===== src/rtl/imm_encoder_pkg.sv =====
// Shared types for the immediate encoder: format codes and the S1 request record.
package imm_encoder_pkg;

  typedef enum logic [2:0] {
    FMT_R = 3'd0,
    FMT_I = 3'd1,
    FMT_S = 3'd2,
    FMT_B = 3'd3,
    FMT_U = 3'd4,
    FMT_J = 3'd5,
    FMT_Z = 3'd6
  } imm_fmt_e;

  localparam int unsigned INSTR_W = 32;

  // Raw fmt bits are kept so an unknown code still reaches the packer.
  typedef struct packed {
    logic [2:0]         fmt;
    logic [INSTR_W-1:0] tpl;
    logic [INSTR_W-1:0] imm;
  } req_t;

endpackage


===== src/rtl/imm_encoder_pack.sv =====
// Combinational packer: scatters the immediate into the instruction template
// for the selected format and flags immediates the format cannot represent.
module imm_pack
  import imm_encoder_pkg::*;
#(
  parameter bit CHECK_RANGE = 1'b1
) (
  input  logic [2:0]         i_fmt,
  input  logic [INSTR_W-1:0] i_template,
  input  logic [INSTR_W-1:0] i_imm,
  output logic [INSTR_W-1:0] o_instr,
  output logic               o_err
);

  imm_fmt_e           w_fmt;
  logic [INSTR_W-1:0] w_instr;
  logic               w_err;
  logic               w_fit12;
  logic               w_fit13;
  logic               w_fit21;

  assign w_fmt = imm_fmt_e'(i_fmt);

  // Sign-extension checks: all bits above the field's sign bit must match it.
  assign w_fit12 = (&i_imm[31:11]) | ~(|i_imm[31:11]);
  assign w_fit13 = (&i_imm[31:12]) | ~(|i_imm[31:12]);
  assign w_fit21 = (&i_imm[31:20]) | ~(|i_imm[31:20]);

  always_comb begin
    w_instr = i_template;
    w_err   = 1'b0;
    case (w_fmt)
      FMT_R: begin
        w_err = 1'b0;
      end
      FMT_I: begin
        w_instr[31:20] = i_imm[11:0];
        w_err          = ~w_fit12;
      end
      FMT_S: begin
        w_instr[31:25] = i_imm[11:5];
        w_instr[11:7]  = i_imm[4:0];
        w_err          = ~w_fit12;
      end
      FMT_B: begin
        w_instr[31]    = i_imm[12];
        w_instr[30:25] = i_imm[10:5];
        w_instr[11:8]  = i_imm[4:1];
        w_instr[7]     = i_imm[11];
        w_err          = ~w_fit13 | i_imm[0];
      end
      FMT_U: begin
        w_instr[31:12] = i_imm[31:12];
        w_err          = |i_imm[11:0];
      end
      FMT_J: begin
        w_instr[31]    = i_imm[20];
        w_instr[30:21] = i_imm[10:1];
        w_instr[20]    = i_imm[11];
        w_instr[19:12] = i_imm[19:12];
        w_err          = ~w_fit21 | i_imm[0];
      end
      FMT_Z: begin
        w_instr[19:15] = i_imm[4:0];
        w_err          = |i_imm[31:5];
      end
      default: begin
        // Unknown code: template passes through untouched, word is flagged.
        w_err = 1'b1;
      end
    endcase
  end

  assign o_instr = w_instr;
  assign o_err   = CHECK_RANGE ? w_err : 1'b0;

endmodule


===== src/rtl/imm_encoder.sv =====
// Two-stage valid/ready pipeline around imm_pack: S1 holds the request, S2 the
// packed word; in_ready is combinational on out_ready (no skid buffer).
module imm_encoder
  import imm_encoder_pkg::*;
#(
  parameter int unsigned CNT_W       = 16,
  parameter bit          CHECK_RANGE = 1'b1
) (
  input  logic               clk,
  input  logic               rst_n,
  input  logic               in_valid,
  output logic               in_ready,
  input  logic [2:0]         in_fmt,
  input  logic [INSTR_W-1:0] in_template,
  input  logic [INSTR_W-1:0] in_imm,
  output logic               out_valid,
  input  logic               out_ready,
  output logic [INSTR_W-1:0] out_instr,
  output logic               out_err,
  output logic [CNT_W-1:0]   enc_count,
  output logic [CNT_W-1:0]   err_count
);

  logic               r_s1_v;
  req_t               r_s1;
  logic               r_s2_v;
  logic [INSTR_W-1:0] r_s2_instr;
  logic               r_s2_err;
  logic [CNT_W-1:0]   r_enc_cnt;
  logic [CNT_W-1:0]   r_err_cnt;

  logic               w_adv1;
  logic               w_adv2;
  logic               w_out_hs;
  logic [INSTR_W-1:0] w_pk_instr;
  logic               w_pk_err;

  assign w_adv2   = ~r_s2_v | out_ready;
  assign w_adv1   = ~r_s1_v | w_adv2;
  assign w_out_hs = r_s2_v & out_ready;

  assign in_ready = w_adv1 & rst_n;

  imm_pack #(
    .CHECK_RANGE (CHECK_RANGE)
  ) u_pack (
    .i_fmt      (r_s1.fmt),
    .i_template (r_s1.tpl),
    .i_imm      (r_s1.imm),
    .o_instr    (w_pk_instr),
    .o_err      (w_pk_err)
  );

  always_ff @(posedge clk) begin
    if (!rst_n) begin
      r_s1_v <= 1'b0;
      r_s1   <= '0;
    end else if (w_adv1) begin
      r_s1_v <= in_valid;
      if (in_valid) begin
        r_s1 <= '{fmt: in_fmt, tpl: in_template, imm: in_imm};
      end
    end
  end

  // S2 only reloads when it is free or being drained, so a stalled word holds.
  always_ff @(posedge clk) begin
    if (!rst_n) begin
      r_s2_v     <= 1'b0;
      r_s2_instr <= '0;
      r_s2_err   <= 1'b0;
    end else if (w_adv2) begin
      r_s2_v <= r_s1_v;
      if (r_s1_v) begin
        r_s2_instr <= w_pk_instr;
        r_s2_err   <= w_pk_err;
      end
    end
  end

  always_ff @(posedge clk) begin
    if (!rst_n) begin
      r_enc_cnt <= '0;
      r_err_cnt <= '0;
    end else if (w_out_hs) begin
      r_enc_cnt <= r_enc_cnt + CNT_W'(1);
      if (r_s2_err) begin
        r_err_cnt <= r_err_cnt + CNT_W'(1);
      end
    end
  end

  assign out_valid = r_s2_v;
  assign out_instr = r_s2_instr;
  assign out_err   = r_s2_err;
  assign enc_count = r_enc_cnt;
  assign err_count = r_err_cnt;

endmodule

===== config.mk =====
export PLATFORM = sky130hd
export DESIGN_NAME = imm_encoder
export DESIGN_NICKNAME = d
export VERILOG_FILES = /design/src/rtl/imm_encoder_pkg.sv /design/src/rtl/imm_encoder_pack.sv /design/src/rtl/imm_encoder.sv
export SDC_FILE = /design/constraint.sdc
export NUM_CORES = 1
export LEC_CHECK = 0
export CAP_MARGIN = 20
export CORE_MARGIN = 1.5
export CORE_UTILIZATION = 50
export DETAILED_ROUTE_END_ITERATION = 6
export PLACE_DENSITY_LB_ADDON = 0.15
export SLEW_MARGIN = 20
export SYNTH_ARGS = -nofsm -noshare
export SYNTH_HDL_FRONTEND = slang
export SYNTH_SLANG_ARGS = --single-unit
export TNS_END_PERCENT = 20

===== constraint.sdc =====
create_clock -name clk -period 2.9 [get_ports clk]
set_clock_uncertainty 0.1 [all_clocks]
set_input_delay 0.435 -clock clk [delete_from_list [all_inputs] [get_ports clk]]
set_output_delay 0.435 -clock clk [all_outputs]
set_load 0.05 [all_outputs]

# Yosys cells after proc, flatten, opt, wreduce, memory -nomap -nowiden
# Index checks and enable logic that the tools add are counted.
op_classes:
  n_addsub: 2
  eq_ne: 6
  mux: 6
  n_bitwise: 17
  n_reduce_logical: 14
op_table:
  columns: ["operator", "count"]
  rows:
  - ["$add A16 B1 Y16 const B", 2]
  - ["$pmux W7 S4", 1]
  - ["$reduce_or A27 Y1", 1]
  - ["$reduce_or A12 Y1", 2]
  - ["$reduce_and A21 Y1", 1]
  - ["$reduce_or A21 Y1", 1]
  - ["$pmux W5 S2", 2]
  - ["$reduce_and A20 Y1", 1]
  - ["$reduce_or A20 Y1", 1]
  - ["$pmux W5 S3", 1]
  - ["$reduce_and A12 Y1", 1]
  - ["$eq A3 B3 Y1 const B", 3]
  - ["$not A1 Y1", 8]
  - ["$or A1 B1 Y1", 7]
  - ["$eq A3 B2 Y1 const B", 2]
  - ["$pmux W1 S6", 1]
  - ["$reduce_and A2 Y1", 3]
  - ["$reduce_or A2 Y1", 2]
  - ["$eq A3 B1 Y1 const B", 1]
  - ["$logic_not A3 Y1", 1]
  - ["$mux W3", 1]
  - ["$and A1 B1 Y1", 2]
totals:
  regBits: 134

# Depth between registers and ports, before layout
logic_depth:
  word_depth: 6
  ltp_mapped: 8
  ltp_nobuf: 6

# Hierarchy
# From an unflattened synthesis, not the netlist that was laid out.
hier_totals:
  cells_unflattened: 750
  hier_area_um2: 5775.5
by_module_without_submodules:
  columns: ["module", "n_inst", "cells_per_inst", "area_per_inst_um2", "seq_area_each_um2"]
  rows:
  - ["imm_encoder", 1, 618, 4983.5, 2682.6]
  - ["imm_pack", 1, 132, 792.0, 0.0]

# Worst setup path after synthesis
# No wires, ideal clock.
synth_path:
  kind: "reg-to-reg"
  start: "reg r_enc_cnt[0], in the netlist enc_count[0]"
  end: "reg r_enc_cnt[12], in the netlist enc_count[12]"
  arrival_time_ns: 1.767
  required_ns: 2.685
  path_slack_ns: 0.918
  path_stages_with_launch: 7
  path_buffers: 0
  synth_period_minus_slack_ns: 1.982
  cell_sequence: "dfxtp_1 > ha_1 > and4_1 > nand3_1 > nor3_1 > xor2_1 > and2_1"
synth_between:
  elab_chain_len: 1
synth_rtl:
  columns: ["element", "line", "rtl"]
  rows:
  - ["start: declaration", "imm_encoder.sv:29", "logic [CNT_W-1:0] r_enc_cnt;"]
  - ["start signal: assignment", "imm_encoder.sv:86", "r_enc_cnt <= r_enc_cnt + CNT_W'(1);"]
  - ["$add A16 B1 Y16", "imm_encoder.sv:86", null]
# No other way between the ends.
# A chain may end at the register's enable or synchronous reset.

# Worst setup path after layout
layout_path:
  start: "in out_ready"
  end: "out in_ready"
layout_between:
  elab_chain_len: 3
layout_rtl:
  columns: ["element", "line", "rtl"]
  rows:
  - ["start: declaration", "imm_encoder.sv:17", "input logic out_ready,"]
  - ["$or A1 B1 Y1", "imm_encoder.sv:38", "assign w_adv2 = ~r_s2_v | out_ready;"]
  - ["$or A1 B1 Y1", "imm_encoder.sv:39", "assign w_adv1 = ~r_s1_v | w_adv2;"]
  - ["$and A1 B1 Y1", "imm_encoder.sv:42", "assign in_ready = w_adv1 & rst_n;"]
  - ["end: declaration", "imm_encoder.sv:12", "output logic in_ready,"]
# No other way between the ends.

==> key figures <==
Floorplan
  – I/O pins: around 140
  – Site Rows: 39
  – Die X: roughly 110 um
  – DIE AREA: approximately 12000 um2
  – Core ar.: around 11000 um2
  – Die Y: 111 um
  – Initial core utilization: 0.513

STA
  – Setup violators final: 0
  – Peak Freq: between 400 and 500 MHz
  – Relative slew slack: 0.573
  – RSZ-0062 raised after global routing: false
  – Measured slew at the worst slew-check pin: 0.639 ns
  – Max-slew violation total from the final report: 0
  – Fin worst setup slack: ~0.62 ns
  – Post-route setup TNS: 0 ns
  – Final Hold Fails: 0
  – Final Critical Period: between 2 and 2.5 ns
  – Final period utilization: 0.786

Yosys
  – Share of the synthesized area in the top cell type: 0.460
  – Unique masters post-synth: 48
  – Seq cells post-synth: 134
  – Synth Area in Adders: 0.00429
  – Largest family of logic cells by synthesized area: simple AND/OR/NAND/NOR gates
  – Mapped Cells: slightly below 700
  – XOR/XNOR Fraction of Synth Area: 0.0346
  – Synth cell count leaders: nand2_1, dfxtp_1, a21boi_1
  – Mux cell area share after synthesis: 0.0223
  – Sequential share of the synthesized area: 0.460
  – Post-synth ARST share: 0
  – YS warnings: 0
  – Post-synth EDFFs: 0
  – Top cells by area, synth: dfxtp_1, nand2_1, a21boi_1, a21boi_0, and2_1
  – Leading area contributor after synthesis: dfxtp_1
  – Avg Cell Area, Syn: 8.50 um2
  – Post-synthesis simple-gate area fraction: 0.241
  – Most common cell in the synthesized netlist: nand2_1
  – Mapped Area: about 6000 um2
  – Ys flop type: dfxtp_1
  – Post-synthesis compound-gate area fraction: 0.199
  – Post-Synthesis Net Count: between 700 and 800

Clock tree
  – Clock root cell: clkbuf_16
  – Hold-fix buffers at CTS: 0
  – Num CTS Buffers: 17
  – CTS Sinks: ~130
  – Longest Clk Path Bufs: 2
  – Clk_lat worst skew: between 0.4 and 0.5 ns
  – Post-CTS Setup Bufs: 0
  – H-Tree Level Count: 4
  – CTS tree: yes
  – CTS clk-pin slew, worst paths: approximately 0.06 ns
  – Number of gates resized after cts: 0

Run status
  – Status: finished clean

GRT
  – First-pass GRT wire length: roughly 24000 um
  – Congestion Overflow GR: 0
  – Vias in the first global route: between 5000 and 6000
  – Largest net degree at the start of global routing: 97
  – Initial antenna violation count: 0
  – Total GRT Usage: 0.238

Drt
  – Final wirelength: between 10000 and 15000 um
  – Antenna viol nets, final: 0
  – Met2 WL: ~7000 um
  – Met1 wire length: approximately 6400 um
  – Top routing layer in use: met4
  – Drt wl/cell: around 15 um
  – DRC viols: 0
  – Post-DR vias/cell: 5.46
  – Initial DRC Count: around 440
  – DR pass1 iterations: 6
  – Met3 Wirelength: 739 um
  – Via count: 5239

Setup path
  – Crit path capture type: primary output
  – WP data required: between 2 and 2.5 ns
  – CP arrival: around 1.8 ns
  – Crit path max fanout: 7
  – Critical Path Start Type: input pin
  – Kind of critical path: input pin to primary output

Power and ir drop
  – PwrDens: just under 600 nW/um2
  – Peak supply drop: 0.363 mV
  – Leak pwr: approximately 3.0 nW

Final layout
  – Synth-to-layout area growth: 34.6%
  – Antenna cells: 0
  – Final #Nets: approximately 880
  – Share of cells above drive strength 1: 0.0551

Place
  – Port Buffers: 137
  – HPWL after DPL: about 10000 um
  – Global placer's final weighted congestion: around 0.84
  – Setup slack after placement: around 0.5 ns

Flow run
  – Maxcap violations: 0

Hold path
  – Hold Path Class: input pin to register
-- area by class of cell --
type,instances,area (um2)
fill,929,3520
multi-input combinational,502,2930
sequential,134,2680
timing repair buffer,145,1480
clock buffer,23,468
tap,143,179
clock inverter,9,101
inverter,4,15.0
-- layout by cell type, fill, tap and decap left out, types with 10 or more instances in the layout --
cell | netlist | routed
nand4_1 | 11 | 11
clkdlybuf4s50_1 | 0 | 135
dfxtp_1 | 134 | 134
nor2_1 | 10 | 10
a21oi_1 | 17 | 17
a21boi_0 | 30 | 30
o21ai_0 | 23 | 23
mux2i_1 | 13 | 13
nand2_1 | 195 | 194
clkbuf_16 | 0 | 17
a21boi_1 | 57 | 57
and2_1 | 24 | 23
xnor2_1 | 15 | 15
-- logic make-up after synthesis --
| family | after synthesis |
|---|---|
| and+or+nand+nor | 302 |
| buffers and inverters | 50 |
| muxes | 13 |
| xor gates and xnor gates | 23 |
| DFF | 134 |
| adders and majority gates | 2 |
| AOI/OAI and AO/OA | 162 |
-- registers in the layout (all words and copies together), names as in the netlist --
name	cells
out_instr	32
r_s1_v	1
r_s1	67
err_count	16
out_valid	1
out_err	1
enc_count	16
-- metal layers --
layer	global-route usage	vias up
met2	0.404	157
met1	0.288	2459
met4	0.108	0
met5	0	-
li1	-	2595
met3	0.0536	28
-- path summary, 6_finish.rpt --
check,from,to,slack (ns),depth (start not counted)
max,out_ready,in_ready,0.62,5
min,rst_n,out_instr[30],0.35,3
max reg2reg,r_s1[65],out_err,0.95,5
min reg2reg,r_s1[49],r_s1[49],0.36,2
-- worst max-delay path: stages --
cell and delay [ns]:
clkdlybuf4s50_1 0.57, and2b_1 0.26, nand2_1 0.12, and2_1 0.20, buf_12 0.15
-- stage by stage --
step	util	hold slack, ns	power [mW]	instance area, um2	cells
global placement	0.640	0.343	2.55	7280	928
CTS	0.690	0.341	4.62	7850	960
floorplan	-	0.334	2.33	5830	686
detailed placement	0.640	0.352	2.56	7280	928
finish	0.690	0.352	4.59	7850	960
global route	0.690	0.375	4.75	7850	960
-- power breakdown --
| part | total (mW) | leakage, nW | internal (mW) | switching (mW) |
|---|---|---|---|---|
| logic | 0.526 | 1.64 | 0.241 | 0.285 |
| registers | 2.00 | 1.10 | 1.92 | 0.0748 |
| clock network | 2.07 | 0.281 | 1.30 | 0.764 |
| total | 4.59 | 3.02 | 3.47 | 1.12 |
Note: power is estimated with default switching activity, not from simulation.
